===== src/rtl/ps2_pkg.sv =====
// Shared PS/2 definitions: controller state encoding, counter widths and
// default timing constants used by both the host transmitter and the receiver.
package ps2_pkg;

  typedef enum logic [2:0] {
    ST_IDLE    = 3'd0,
    ST_INHIBIT = 3'd1,
    ST_REQ     = 3'd2,
    ST_XFER    = 3'd3,
    ST_DONE    = 3'd4
  } ps2_state_e;

  localparam int unsigned DEF_CLK_FREQ   = 50_000_000;
  localparam int unsigned DEF_INHIBIT_US = 100;
  localparam int unsigned DEF_TIMEOUT_US = 15_000;

  localparam int unsigned EDGE_CNT_W = 4;
  localparam int unsigned TO_CNT_W   = 20;
  localparam logic [EDGE_CNT_W-1:0] LAST_EDGE = 4'd11;

  // Whole-MHz clocks only; fractional MHz is truncated.
  function automatic int unsigned us_to_cyc(input int unsigned clk_freq,
                                            input int unsigned us);
    return (clk_freq / 1_000_000) * us;
  endfunction

endpackage


===== src/rtl/ps2_sync_edge.sv =====
// Three-flop synchronisers for the PS/2 clock and data lines plus falling-edge
// detect on the synchronised clock. Lines idle high, so the chains reset to 1.
module ps2_sync_edge (
  input  logic clk,
  input  logic rst_n,
  input  logic ps2_clk_in,
  input  logic ps2_data_in,
  output logic clk_fall,
  output logic data_sync
);

  logic [2:0] clk_sync_q, clk_sync_d;
  logic [2:0] data_sync_q, data_sync_d;

  always_comb begin
    clk_sync_d  = {clk_sync_q[1:0], ps2_clk_in};
    data_sync_d = {data_sync_q[1:0], ps2_data_in};
  end

  always_ff @(posedge clk or negedge rst_n) begin
    if (!rst_n) begin
      clk_sync_q  <= 3'b111;
      data_sync_q <= 3'b111;
    end else begin
      clk_sync_q  <= clk_sync_d;
      data_sync_q <= data_sync_d;
    end
  end

  // Oldest sample high, next-oldest low.
  assign clk_fall  = clk_sync_q[2] & ~clk_sync_q[1];
  assign data_sync = data_sync_q[2];

endmodule


===== src/rtl/ps2_host_tx.sv =====
// PS/2 host-to-device command transmitter: inhibits the clock, issues a
// request-to-send, shifts the byte out on device clock edges and checks the ack.
module ps2_host_tx
  import ps2_pkg::*;
#(
  parameter int unsigned CLK_FREQ    = DEF_CLK_FREQ,
  parameter int unsigned INHIBIT_CYC = us_to_cyc(CLK_FREQ, DEF_INHIBIT_US),
  parameter int unsigned TIMEOUT_CYC = us_to_cyc(CLK_FREQ, DEF_TIMEOUT_US)
) (
  input  logic       clk,
  input  logic       clrn,
  input  logic [7:0] tx_data,
  input  logic       tx_start,
  input  logic       ps2_clk_in,
  input  logic       ps2_data_in,
  output logic       ps2_clk_oe,
  output logic       ps2_data_oe,
  output logic       busy,
  output logic       done,
  output logic       ack_ok,
  output logic       timeout_err,
  output ps2_state_e state_dbg
);

  localparam logic [TO_CNT_W-1:0] INHIBIT_LAST = TO_CNT_W'(INHIBIT_CYC - 1);
  localparam logic [TO_CNT_W-1:0] TIMEOUT_LAST = TO_CNT_W'(TIMEOUT_CYC - 1);

  ps2_state_e            state_q, state_d;
  logic [7:0]            tx_byte_q, tx_byte_d;
  logic                  parity_q, parity_d;
  logic [TO_CNT_W-1:0]   cnt_q, cnt_d;
  logic [EDGE_CNT_W-1:0] edge_cnt_q, edge_cnt_d;
  logic                  data_oe_q, data_oe_d;
  logic                  ack_ok_q, ack_ok_d;
  logic                  timeout_err_q, timeout_err_d;

  logic clk_fall, data_sync;
  logic edge_last, timeout_hit;

  ps2_sync_edge u_sync (
    .clk        (clk),
    .rst_n      (clrn),
    .ps2_clk_in (ps2_clk_in),
    .ps2_data_in(ps2_data_in),
    .clk_fall   (clk_fall),
    .data_sync  (data_sync)
  );

  assign edge_last   = (state_q == ST_XFER) && clk_fall && (edge_cnt_q == LAST_EDGE - 4'd1);
  assign timeout_hit = (state_q == ST_XFER) && (cnt_q >= TIMEOUT_LAST);

  always_ff @(posedge clk or negedge clrn) begin
    if (!clrn) begin
      state_q       <= ST_IDLE;
      tx_byte_q     <= '0;
      parity_q      <= 1'b0;
      cnt_q         <= '0;
      edge_cnt_q    <= '0;
      data_oe_q     <= 1'b0;
      ack_ok_q      <= 1'b0;
      timeout_err_q <= 1'b0;
    end else begin
      state_q       <= state_d;
      tx_byte_q     <= tx_byte_d;
      parity_q      <= parity_d;
      cnt_q         <= cnt_d;
      edge_cnt_q    <= edge_cnt_d;
      data_oe_q     <= data_oe_d;
      ack_ok_q      <= ack_ok_d;
      timeout_err_q <= timeout_err_d;
    end
  end

  // The eleventh edge takes priority over a coincident timeout.
  always_comb begin
    state_d = state_q;
    unique case (state_q)
      ST_IDLE:    if (tx_start) state_d = ST_INHIBIT;
      ST_INHIBIT: if (cnt_q == INHIBIT_LAST) state_d = ST_REQ;
      ST_REQ:     state_d = ST_XFER;
      ST_XFER:    if (edge_last || timeout_hit) state_d = ST_DONE;
      ST_DONE:    state_d = ST_IDLE;
      default:    state_d = ST_IDLE;
    endcase
  end

  always_comb begin
    tx_byte_d     = tx_byte_q;
    parity_d      = parity_q;
    cnt_d         = cnt_q;
    edge_cnt_d    = edge_cnt_q;
    data_oe_d     = data_oe_q;
    ack_ok_d      = ack_ok_q;
    timeout_err_d = timeout_err_q;
    unique case (state_q)
      ST_IDLE: begin
        data_oe_d = 1'b0;
        cnt_d     = '0;
        if (tx_start) begin
          tx_byte_d     = tx_data;
          parity_d      = ~^tx_data;
          ack_ok_d      = 1'b0;
          timeout_err_d = 1'b0;
        end
      end
      ST_INHIBIT: cnt_d = cnt_q + 20'd1;
      ST_REQ: begin
        cnt_d      = '0;
        edge_cnt_d = '0;
        data_oe_d  = 1'b1;
      end
      ST_XFER: begin
        cnt_d = cnt_q + 20'd1;
        if (clk_fall) begin
          if (edge_cnt_q != LAST_EDGE) edge_cnt_d = edge_cnt_q + 4'd1;
          if (edge_cnt_q < 4'd8)       data_oe_d  = ~tx_byte_q[edge_cnt_q[2:0]];
          else if (edge_cnt_q == 4'd8) data_oe_d  = ~parity_q;
          else                         data_oe_d  = 1'b0;
          if (edge_cnt_q == LAST_EDGE - 4'd1) ack_ok_d = ~data_sync;
        end
        if (timeout_hit && !edge_last) begin
          data_oe_d     = 1'b0;
          ack_ok_d      = 1'b0;
          timeout_err_d = 1'b1;
        end
      end
      ST_DONE: data_oe_d = 1'b0;
      default: data_oe_d = 1'b0;
    endcase
  end

  always_comb begin
    ps2_clk_oe  = (state_q == ST_INHIBIT);
    ps2_data_oe = (state_q == ST_REQ) || ((state_q == ST_XFER) && data_oe_q);
    busy        = (state_q != ST_IDLE);
    done        = (state_q == ST_DONE);
    ack_ok      = ack_ok_q;
    timeout_err = timeout_err_q;
    state_dbg   = state_q;
  end

endmodule

===== config.mk =====
export PLATFORM = sky130hd
export DESIGN_NAME = ps2_host_tx
export DESIGN_NICKNAME = d
export VERILOG_FILES = /design/src/rtl/ps2_pkg.sv /design/src/rtl/ps2_sync_edge.sv /design/src/rtl/ps2_host_tx.sv
export SDC_FILE = /design/constraint.sdc
export NUM_CORES = 1
export LEC_CHECK = 0
export ABC_AREA = 1
export CAP_MARGIN = 20
export CORE_MARGIN = 2
export CORE_UTILIZATION = 30
export CTS_BUF_LIST = sky130_fd_sc_hd__clkbuf_2
export CTS_CLUSTER_DIAMETER = 30
export CTS_CLUSTER_SIZE = 8
export DETAILED_ROUTE_END_ITERATION = 10
export PLACE_DENSITY_LB_ADDON = 0.2
export SYNTH_ARGS = -nofsm -noshare
export SYNTH_HDL_FRONTEND = slang
export SYNTH_SLANG_ARGS = --single-unit

===== constraint.sdc =====
create_clock -name clk -period 1.95 [get_ports clk]
set_input_delay 0.2925 -clock clk [delete_from_list [all_inputs] [get_ports clk]]
set_output_delay 0.2925 -clock clk [all_outputs]
set_load 0.005 [all_outputs]

==> metrics.csv <==
metric,value,unit
tightest_slew,399,ps
routed_wl,5.64,mm
fin_tns_setup,0,ps
pwr_density_cell,1040,nW/µm²
p_int,1.92,mW
antennaDiodeCount,0,
status,"finished, final reports clean",
firstDrtPassIters,4,
multi_input_area,1220,µm²
grt_overflow,0,
peakVddDrop,0.000489,V
p_leak,1.42,nW
ctsRootBufferMaster,clkbuf_2,
critPathBufInv,2,
fin_crit,1820,ps
synthCells,329,
synth_fp_nets,346,
cp_data_arrival_time,1530,ps
via_per_inst,4.62,
rsz0062_at_grt,no,
report.final.slew_viol_count,0,
num_rows,33,
syn2layout_area_growth,20.0,%
cp_max_fo,3,
seq_area,1140,µm²
cts.path.max_buffers,2,
cts_max_level,2,
required,1660,ps
synth.avg_cell_area,7.66,µm²
synth_area_leaders,"dfrtp_1 (39%), nand2_1 (15%), dfstp_2 (6.3%)",
yosysWarnings,0,
fin_util,37.0,%
layout-drive-gt1-share,15.1,%
worst_path_max_delay_cell,dfrtp_2,
yosys.area.top_type,dfrtp_1,
num_vias,2194,
skew,31.6,ps
p_comb_share,42.0,%
antenna_found_initial,0,
grt_pass1_wl,9.93,mm
r2r-start,state_dbg[2],
dieWidth,95.6,µm
place.detailed.hpwl,4.33,mm
fp.coreArea,8180,µm²
fmax,549,MHz
finalSetupViolations,0,
switching_share,38.8,%
ant_nets,0,
crit_chain,buf_4 -> clkdlybuf4s50_1,
pwr-share-seq,40.8,%
clkPwrFrac,17.3,%
synth_top_cell_area_share,38.7,%
end_kind,output port,
synth-seq-cells,45,
final_nets,386,
cts_tree,built,
hold_viol,0,
pin_count,22,
wl_per_cell,11.9,µm
crit_type,reg -> out,
dieArea,9140,µm²
numCtsBuffers,5,
p_total,3.14,mW
p_sw,1.22,mW
drc,0,
io_buffers,21,
ys_types,32,
layout_commonest_cell,nand2_1,
crit_start,state_dbg[2],
layout_common_cells,"nand2_1 (103), dfrtp_1 (36), inv_1 (31)",
die_y,95.6,µm
netlist_area,2520,µm²
clk_pin_slew,260,ps
slowest_delay,500,ps
hp-class,in -> async,
fill_cells,872,
slew_headroom,73.4,%
track_usage,13.8,%
dr.first_iter.drc_count,104,
initial_utilization,30.8,%
grt_max_degree,19,
grt_pass1_vias,2103,
path_delay_family,buffers and inverters,
maxCapViolCount,0,
ys_seq_area_share,45.0,%
cts.sinks,45,
post-route-period-util,93.4,%
critPathLaunchType,flip-flop,
clk_latency,430,ps
place.gp.congestion,0.837,
[power groups by stage]
stage          clock network, mW  registers [mW]  logic, mW
3_5_place_dp                   0            1.31       1.21
2_1_floorplan                  0            1.28      0.801
3_3_place_gp                   0            1.31       1.21
4_1_cts                    0.572            1.28       1.30
6_report                   0.542            1.28       1.32
5_1_grt                    0.605            1.30       1.52
[logic make-up (layout without fill, tap and decap cells)]
| group | after synthesis | after routing | synth area share [%] |
|---|---|---|---|
| simple gates | 192 | 192 | 34.2 |
| buf+inv | 41 | 82 | 7.30 |
| flops | 45 | 45 | 45.0 |
| xor+xnor | 8 | 8 | 2.78 |
| fa+ha+maj | 4 | 4 | 1.99 |
| compound gates | 39 | 39 | 8.74 |
[through the flow]
| step | hold slack [ps] | cell area, µm² | cells | setup slack (ps) |
|---|---|---|---|---|
| after CTS | 221 | 3000 | 472 | 9.67 |
| final | 257 | 3020 | 475 | 129 |
| after floorplan | -3.09 | 2520 | 329 | 475 |
| after global placement | 244 | 2870 | 459 | 174 |
| after detailed placement | 242 | 2870 | 459 | 143 |
| after global routing | 187 | 3020 | 475 | 18.2 |
[synthesized netlist by cell type, drive strengths merged]
cell type,count
a41oi,1
nor2,35
ha,4
inv,38
o21a,1
nand3b,1
nor3,15
a21oi,15
a221oi,1
nand2,108
nand4,3
dfrtp,39
a22o,1
nor4,1
dfstp,6
and3,1
xor2,2
nand3,28
o21ai,20
buf,3
xnor2,6
[layer usage]
layer	vias up	track usage, %	share of wire [%]
met3	2	2.69	2.6
met4	0	3.81	0.53
met2	32	22.4	48
met5	-	0	0
li1	1139	-	-
met1	1021	18.7	49
[final cells by class]
type,instances,share of cell area [%]
Clock buffer,6,0.993
Clock inverter,2,1.28
Inverter,38,5.05
Multi-Input combinational cell,243,40.2
Sequential cell,45,37.6
Tap cell,105,4.35
Timing Repair Buffer,36,10.5
[worst register-to-register path, delay by kind of cell (launching register included)]
family                 cells  cell delay (ps)
flip-flops                 1              510
AO/OA/AOI/OAI              1              140
buffers and inverters      2              310
AND/OR/NAND/NOR            6              740
[registers in the layout, indices dropped and copies added, names as in the netlist]
register / count
ack_ok: 1
data_oe_q: 1
parity_q: 1
u_sync.data_sync_q: 3
u_sync.clk_sync_q: 3
cnt_q: 20
timeout_err: 1
tx_byte_q: 8
state_dbg: 3
edge_cnt_q: 4
[repair_timing]
item                                    4_1_cts  5_1_grt
gates cloned                                  0        0
resized for setup                            14        3
pin swaps                                     1        2
buffers inserted                              4        3
endpoints found under the hold margin        10        0
hold buffers                                  1        0
endpoints found under the setup margin        4        3
[path summary, 6_finish.rpt]
| path | slack, ps | cells past startpoint | endpoint |
|---|---|---|---|
| hold reg to reg | 370 | 0 | u_sync.clk_sync_q[1] |
| hold / removal | 260 | 2 | cnt_q[9] |
| setup reg to reg | 210 | 9 | cnt_q[17] |
| max in group asynchronous | 1100 | 3 | tx_byte_q[2] |
| setup / recovery | 130 | 2 | state_dbg[2] |
| min in group clk | 260 | 1 | u_sync.data_sync_q[0] |
(Power assumes the default switching activity.)
